--- src/rtl/smaqa_wb_pkg.sv ---
// Shared types and widths for the multiplier write-back unit.
// TIDW/XLEN mirror ariane_pkg::TRANS_ID_BITS and riscv::XLEN of the host core.
package smaqa_wb_pkg;

    localparam int unsigned TIDW          = 3;
    localparam int unsigned XLEN          = 64;
    localparam int unsigned DEPTH_DEFAULT = 4;
    localparam int unsigned NTAGS         = 1 << TIDW;

    typedef struct packed {
        logic [4:0]      rd;
        logic [XLEN-1:0] data;
        logic [TIDW-1:0] tid;
    } wb_entry_t;

    typedef struct packed {
        logic       valid;
        logic [4:0] rd;
    } tag_t;

endpackage

--- src/rtl/smaqa_wb_unit_if.sv ---
// Issue, multiplier-result and regfile/scoreboard write-back signals of smaqa_wb_unit.
// The slave modport is the unit's view; master is the surrounding pipeline.
interface smaqa_wb_unit_if;
    import smaqa_wb_pkg::*;

    logic            issue_valid_i;
    logic [TIDW-1:0] issue_trans_id_i;
    logic [4:0]      issue_rd_i;
    logic            issue_ready_o;

    logic            mult_valid_i;
    logic [TIDW-1:0] mult_trans_id_i;
    logic [XLEN-1:0] mult_result_i;

    logic [4:0]      waddr_o;
    logic [XLEN-1:0] wdata_o;
    logic            we_o;
    logic            wb_valid_o;
    logic [TIDW-1:0] wb_trans_id_o;
    logic            wb_gnt_i;
    logic            err_o;

    modport slave (
        input  issue_valid_i, issue_trans_id_i, issue_rd_i,
        output issue_ready_o,
        input  mult_valid_i, mult_trans_id_i, mult_result_i,
        output waddr_o, wdata_o, we_o, wb_valid_o, wb_trans_id_o,
        input  wb_gnt_i,
        output err_o
    );

    modport master (
        output issue_valid_i, issue_trans_id_i, issue_rd_i,
        input  issue_ready_o,
        output mult_valid_i, mult_trans_id_i, mult_result_i,
        input  waddr_o, wdata_o, we_o, wb_valid_o, wb_trans_id_o,
        output wb_gnt_i,
        input  err_o
    );

endinterface

--- src/rtl/smaqa_wb_fifo.sv ---
// Result FIFO of wb_entry_t; head is read combinationally from registered storage.
// A push while full is accepted only when a pop frees the head slot in the same cycle.
module smaqa_wb_fifo
    import smaqa_wb_pkg::*;
#(
    parameter int unsigned DEPTH = DEPTH_DEFAULT
) (
    input  logic                     clk_i,
    input  logic                     rst_ni,
    input  logic                     flush_i,
    input  logic                     push_i,
    input  wb_entry_t                entry_i,
    input  logic                     pop_i,
    output wb_entry_t                head_o,
    output logic [$clog2(DEPTH):0]   count_o,
    output logic                     full_o,
    output logic                     empty_o
);

    localparam int unsigned AW = $clog2(DEPTH);

    logic [AW:0] wr_ptr_q, wr_ptr_d;
    logic [AW:0] rd_ptr_q, rd_ptr_d;
    wb_entry_t   mem_q [DEPTH];
    logic        push_ok;
    logic        pop_ok;

    assign empty_o = (wr_ptr_q == rd_ptr_q);
    assign full_o  = (wr_ptr_q[AW] != rd_ptr_q[AW]) && (wr_ptr_q[AW-1:0] == rd_ptr_q[AW-1:0]);
    assign count_o = wr_ptr_q - rd_ptr_q;
    assign head_o  = mem_q[rd_ptr_q[AW-1:0]];

    assign pop_ok  = pop_i && !empty_o;
    assign push_ok = push_i && (!full_o || pop_ok);

    always_comb begin
        wr_ptr_d = wr_ptr_q + {{AW{1'b0}}, push_ok};
        rd_ptr_d = rd_ptr_q + {{AW{1'b0}}, pop_ok};
        if (flush_i) begin
            wr_ptr_d = '0;
            rd_ptr_d = '0;
        end
    end

    always_ff @(posedge clk_i or negedge rst_ni) begin
        if (!rst_ni) begin
            wr_ptr_q <= '0;
            rd_ptr_q <= '0;
        end else begin
            wr_ptr_q <= wr_ptr_d;
            rd_ptr_q <= rd_ptr_d;
        end
    end

    // Storage carries no reset; outputs are qualified by the non-empty flag.
    always_ff @(posedge clk_i) begin
        if (push_ok && !flush_i) begin
            mem_q[wr_ptr_q[AW-1:0]] <= entry_i;
        end
    end

    overflow_drop: assert property (@(posedge clk_i) disable iff (!rst_ni)
        !(push_i && full_o && !pop_ok));

endmodule

--- src/rtl/smaqa_wb_unit.sv ---
// Write-back end of the multiplier: records rd per trans_id at issue, pairs results with
// their rd, buffers them and drains one entry per cycle to the regfile and scoreboard.
module smaqa_wb_unit
    import smaqa_wb_pkg::*;
#(
    parameter int unsigned DEPTH = DEPTH_DEFAULT
) (
    input  logic             clk_i,
    input  logic             rst_ni,
    input  logic             flush_i,
    smaqa_wb_unit_if.slave   bus
);

    localparam int unsigned CW = $clog2(DEPTH + 1);
    localparam logic [CW-1:0] DEPTH_C = CW'(DEPTH);

    logic [NTAGS-1:0] tag_valid;
    logic [4:0]       tag_rd [NTAGS];

    logic [CW-1:0]    credits_q, credits_d;
    logic             err_q, err_d;

    logic             issue_ready;
    logic             issue_fire;
    logic             mult_hit;
    logic             fifo_push;
    logic             fifo_pop;
    wb_entry_t        fifo_in;
    wb_entry_t        fifo_head;
    logic [$clog2(DEPTH):0] fifo_count;
    logic             fifo_full;
    logic             fifo_empty;
    logic             wb_valid;

    assign issue_ready = !tag_valid[bus.issue_trans_id_i] && (credits_q < DEPTH_C);
    assign issue_fire  = bus.issue_valid_i && issue_ready && !flush_i;
    assign mult_hit    = bus.mult_valid_i && tag_valid[bus.mult_trans_id_i];

    // Tag table: an issued op and its result can never target the same entry in one cycle.
    for (genvar gi = 0; gi < NTAGS; gi++) begin : g_tag
        tag_t tag_q, tag_d;

        always_comb begin
            tag_d = tag_q;
            if (flush_i) begin
                tag_d = '0;
            end else if (issue_fire && (bus.issue_trans_id_i == TIDW'(gi))) begin
                tag_d.valid = 1'b1;
                tag_d.rd    = bus.issue_rd_i;
            end else if (mult_hit && (bus.mult_trans_id_i == TIDW'(gi))) begin
                tag_d.valid = 1'b0;
            end
        end

        always_ff @(posedge clk_i or negedge rst_ni) begin
            if (!rst_ni) begin
                tag_q <= '0;
            end else begin
                tag_q <= tag_d;
            end
        end

        assign tag_valid[gi] = tag_q.valid;
        assign tag_rd[gi]    = tag_q.rd;
    end

    assign fifo_in.rd   = tag_rd[bus.mult_trans_id_i];
    assign fifo_in.data = bus.mult_result_i;
    assign fifo_in.tid  = bus.mult_trans_id_i;
    assign fifo_push    = mult_hit && !flush_i;

    assign wb_valid = !fifo_empty && !flush_i;
    assign fifo_pop = wb_valid && bus.wb_gnt_i;

    smaqa_wb_fifo #(
        .DEPTH (DEPTH)
    ) u_fifo (
        .clk_i   (clk_i),
        .rst_ni  (rst_ni),
        .flush_i (flush_i),
        .push_i  (fifo_push),
        .entry_i (fifo_in),
        .pop_i   (fifo_pop),
        .head_o  (fifo_head),
        .count_o (fifo_count),
        .full_o  (fifo_full),
        .empty_o (fifo_empty)
    );

    // A capture moves a credit from the tag table to the FIFO, so only issue and pop count.
    always_comb begin
        credits_d = credits_q + {{(CW-1){1'b0}}, issue_fire} - {{(CW-1){1'b0}}, fifo_pop};
        if (flush_i) begin
            credits_d = '0;
        end
        err_d = err_q | (bus.mult_valid_i && !tag_valid[bus.mult_trans_id_i]);
    end

    always_ff @(posedge clk_i or negedge rst_ni) begin
        if (!rst_ni) begin
            credits_q <= '0;
            err_q     <= 1'b0;
        end else begin
            credits_q <= credits_d;
            err_q     <= err_d;
        end
    end

    assign bus.issue_ready_o = issue_ready;
    assign bus.wb_valid_o    = wb_valid;
    assign bus.we_o          = wb_valid && (fifo_head.rd != 5'd0);
    assign bus.waddr_o       = wb_valid ? fifo_head.rd   : '0;
    assign bus.wdata_o       = wb_valid ? fifo_head.data : '0;
    assign bus.wb_trans_id_o = wb_valid ? fifo_head.tid  : '0;
    assign bus.err_o         = err_q;

    credits_cover_fifo: assert property (@(posedge clk_i) disable iff (!rst_ni)
        (CW'(fifo_count) <= credits_q) && !(fifo_full && fifo_empty));

endmodule

--- src/flat_wrapper.sv ---
// flat-port wrapper written by rule: the top's interface ports become plain ports
module smaqa_wb_unit_flat import smaqa_wb_pkg::*;
#(
    parameter int unsigned DEPTH = DEPTH_DEFAULT
)
  (clk_i, rst_ni, flush_i, bus_issue_valid_i, bus_issue_trans_id_i, bus_issue_rd_i, bus_issue_ready_o, bus_mult_valid_i, bus_mult_trans_id_i, bus_mult_result_i, bus_waddr_o, bus_wdata_o, bus_we_o, bus_wb_valid_o, bus_wb_trans_id_o, bus_wb_gnt_i, bus_err_o);
  smaqa_wb_unit_if bus_i ();
  input  logic clk_i;
  input  logic rst_ni;
  input  logic flush_i;
  input wire logic [$bits(bus_i.issue_valid_i)-1:0] bus_issue_valid_i;
  input wire logic [$bits(bus_i.issue_trans_id_i)-1:0] bus_issue_trans_id_i;
  input wire logic [$bits(bus_i.issue_rd_i)-1:0] bus_issue_rd_i;
  output wire logic [$bits(bus_i.issue_ready_o)-1:0] bus_issue_ready_o;
  input wire logic [$bits(bus_i.mult_valid_i)-1:0] bus_mult_valid_i;
  input wire logic [$bits(bus_i.mult_trans_id_i)-1:0] bus_mult_trans_id_i;
  input wire logic [$bits(bus_i.mult_result_i)-1:0] bus_mult_result_i;
  output wire logic [$bits(bus_i.waddr_o)-1:0] bus_waddr_o;
  output wire logic [$bits(bus_i.wdata_o)-1:0] bus_wdata_o;
  output wire logic [$bits(bus_i.we_o)-1:0] bus_we_o;
  output wire logic [$bits(bus_i.wb_valid_o)-1:0] bus_wb_valid_o;
  output wire logic [$bits(bus_i.wb_trans_id_o)-1:0] bus_wb_trans_id_o;
  input wire logic [$bits(bus_i.wb_gnt_i)-1:0] bus_wb_gnt_i;
  output wire logic [$bits(bus_i.err_o)-1:0] bus_err_o;
  assign bus_i.issue_valid_i = bus_issue_valid_i;
  assign bus_i.issue_trans_id_i = bus_issue_trans_id_i;
  assign bus_i.issue_rd_i = bus_issue_rd_i;
  assign bus_issue_ready_o = bus_i.issue_ready_o;
  assign bus_i.mult_valid_i = bus_mult_valid_i;
  assign bus_i.mult_trans_id_i = bus_mult_trans_id_i;
  assign bus_i.mult_result_i = bus_mult_result_i;
  assign bus_waddr_o = bus_i.waddr_o;
  assign bus_wdata_o = bus_i.wdata_o;
  assign bus_we_o = bus_i.we_o;
  assign bus_wb_valid_o = bus_i.wb_valid_o;
  assign bus_wb_trans_id_o = bus_i.wb_trans_id_o;
  assign bus_i.wb_gnt_i = bus_wb_gnt_i;
  assign bus_err_o = bus_i.err_o;
  smaqa_wb_unit #(.DEPTH(DEPTH)) u_core (.clk_i(clk_i), .rst_ni(rst_ni), .flush_i(flush_i), .bus(bus_i));
endmodule
--- config.mk ---
export PLATFORM = sky130hd
export DESIGN_NAME = smaqa_wb_unit_flat
export DESIGN_NICKNAME = d
export VERILOG_FILES = /design/src/rtl/smaqa_wb_pkg.sv /design/src/rtl/smaqa_wb_unit_if.sv /design/src/rtl/smaqa_wb_fifo.sv /design/src/rtl/smaqa_wb_unit.sv /design/src/flat_wrapper.sv
export SDC_FILE = /design/constraint.sdc
export NUM_CORES = 1
export LEC_CHECK = 0
export CAP_MARGIN = 20
export CORE_MARGIN = 5
export CORE_UTILIZATION = 50
export DETAILED_ROUTE_END_ITERATION = 16
export PLACE_DENSITY = 0.8
export REMOVE_ABC_BUFFERS = 1
export SETUP_SLACK_MARGIN = 0.05
export SYNTH_ARGS = -nofsm -noshare
export SYNTH_HDL_FRONTEND = slang
export SYNTH_HIERARCHICAL = 1
export SYNTH_SLANG_ARGS = --single-unit
--- constraint.sdc ---
create_clock -name clk_i -period 5.7 [get_ports clk_i]
set_input_delay 1.14 -clock clk_i [delete_from_list [all_inputs] [get_ports clk_i]]
set_output_delay 1.14 -clock clk_i [all_outputs]
set_load 0.02 [all_outputs]
==> flow_metrics.tcl <==
set metrics [dict create \
    whs_ns 0.4981 \
    clk_pin_slew_worst_paths_ns 0.06 \
    crit_chain "buf_4, mux4_2, o21a_1, clkdlybuf4s50_1" \
    relSlewSlack_pct 43.69 \
    dp_cells 1285 \
    vdd_drop_max_mv 0.2075 \
    gp_congestion 0.8312 \
    postLayoutCoreUtil_pct 60.51 \
    wl_per_cell_um 21.47 \
    sw_frac_of_total_pct 20.19 \
    drc 0 \
    pin_count 157 \
    r2r_end "u_core/u_fifo/mem_q[0][44]$_DFFE_PP_" \
    slowest_stage "dfrtp_4" \
    design_power_total_mw 5.052 \
    clockBufferDepth 3 \
    whs_endpoint "u_core/bus.err_o$_DFF_PN0_" \
    cp.arrival_ns 3.57 \
    critPathMaxFanout 41 \
    slowest_delay_ns 0.87 \
    grt_overflow_total 0 \
    clkPwrFrac_pct 41.3 \
    hold_class "flip-flop to flip-flop" \
    cts_setup_buffers 0 \
    viasPerCell 5.752 \
    via_count 7771 \
    drv_cap 0 \
    tightest_slew_ns 0.8447 \
    syn_area_mm2 0.01438 \
    period_needed_ns 4.706 \
    syn_inst 780 \
    final_cell_area_mm2 0.01727 \
    hold_violations 0 \
    period_share_pct 82.57 \
    min_from "u_core/bus.err_o$_DFF_PN0_" \
    drt_iter0_markers 731 \
    final_common_cell "edfxtp_1" \
    dieArea_mm2 0.03225 \
    p_per_area_mw_per_mm2 292.5 \
    final_cell_mix "edfxtp_1 (288), clkdlybuf4s50_1 (154), mux4_2 (79)" \
    cts_resized 0 \
    ctsHtreeMaxLevel 2 \
    rows 62 \
    rsz0062_at_grt "false" \
    fillers 2099 \
    dpl_cell_area_mm2 0.01621 \
    outcome "finished, final reports clean" \
    instances_no_fill 1351 \
    avgSynthCellArea_um2 18.43 \
    internal_power_mw 4.032 \
    critical_path_class "flip-flop to output pin" \
    synthToLayoutAreaGrowth_pct 20.13 \
    grt_max_degree 64 \
    drive_gt1_share_pct 17.60 \
    power_frac_seq_pct 54.7 \
    hold_buffers 0 \
    postRouteAntennaNets 0 \
    hpwl_um 18090 \
    dp_slack_ns 1.091 \
    antenna_found_initial 1 \
    setup_viol 0 \
    drt-pass1-iter-count 6 \
    fp.dieW_um 179.6 \
    setup_tns_ns 0 \
    yosysWarnings 6 \
    switching_power_mw 1.020 \
    root_buffer "clkbuf_16" \
    initial_utilization_pct 50.37 \
    fin_ws_ns 0.9937 \
    p_leak_nw 5.732 \
    io_buffers 156 \
    worstSetupEndpointType "output pin" \
    drv_slew 0 \
    design.core.area_mm2 0.02855 \
    cts_tree "done" \
    p_comb_share_pct 4.0 \
    reg2regPathDepth 9 \
    fin_nets 1029 \
    routed_wl_um 29000 \
    grt_pass1_wl_um 45950 \
    worstSetupStartpointType "flip-flop" \
    clk_latency_ns 0.51 \
    worstPathRequired_ns 4.56 \
    worstReg2RegStart "u_core/u_fifo/rd_ptr_q[0]$_DFF_PN0_" \
    skew_ns 0.02346 \
    cts_num_sinks 346 \
    grt_usage_pct 17.74 \
    r2r_slack_ns 1.78 \
    cts_buffers 36 \
    fmax_mhz 212.5 \
    grt_pass1_vias 8040 \
    die_h_um 179.6 \
    holdPathStages 1 \
]
## state kept, by name, indices dropped and copies added, names as in the netlist
name                    cells
u_core/u_fifo/mem_q       288
u_core/u_fifo/wr_ptr_q      3
u_core/credits_q            3
u_core/g_tag.tag_q         48
u_core/bus.err_o            1
u_core/u_fifo/rd_ptr_q      3
## layout make-up
class | instances | area (µm²) | area share (%)
tap | 384 | 480.5 | 2.782
antenna | 1 | 2.502 | 0.01449
clock buffer | 50 | 963.4 | 5.578
multi-input combinational | 376 | 3911 | 22.64
inverter | 6 | 22.52 | 0.1304
sequential | 346 | 10110 | 58.52
clock inverter | 15 | 93.84 | 0.5433
timing repair buffer | 173 | 1692 | 9.794
## worst max-delay path: cells and delay by family (launching register included)
| family | cells | cell delay [ns] |
|---|---|---|
| compound gates | 1 | 0.20 |
| buf+inv | 2 | 1.37 |
| flops | 1 | 0.87 |
| mux | 1 | 0.62 |
## power by group through the flow
stage	Sequential [mW]	Combinational, mW	Clock (mW)
after floorplan	2.81	0.0664	0
after global placement	2.81	0.198	0
after detailed placement	2.81	0.203	0
after CTS	2.76	0.204	2.14
after global routing	2.76	0.221	2.26
final	2.76	0.204	2.09
## routing by layer
metal	track usage (%)	share of wire, %	up-vias	wire length (µm)
met2	29.24	50	333	14430
met5	0	0.045	-	13
met4	4.237	1.9	2	550
met1	24.47	41	3952	11940
li1	-	-	3435	-
met3	4.022	7.2	49	2077
## worst max-delay path by stage
| stage | end | from | slack [ns] | cells past startpoint |
|---|---|---|---|---|
| 6_report | bus_we_o | u_core/u_fifo/rd_ptr_q[0]$_DFF_PN0_ | 0.99 | 4 |
| 5_1_grt | bus_we_o | u_core/u_fifo/rd_ptr_q[0]$_DFF_PN0_ | 0.68 | 4 |
| 4_1_cts | bus_we_o | u_core/u_fifo/rd_ptr_q[0]$_DFF_PN0_ | 0.87 | 4 |
| 3_5_place_dp | bus_issue_ready_o | bus_issue_trans_id_i[0] | 1.09 | 5 |
| 3_3_place_gp | bus_issue_ready_o | bus_issue_trans_id_i[0] | 1.10 | 5 |
| 2_1_floorplan | u_core/u_fifo/mem_q[3][0]$_DFFE_PP_ | u_core/u_fifo/rd_ptr_q[0]$_DFF_PN0_ | -4.14 | 7 |
Power figures use the tool's default switching activity.
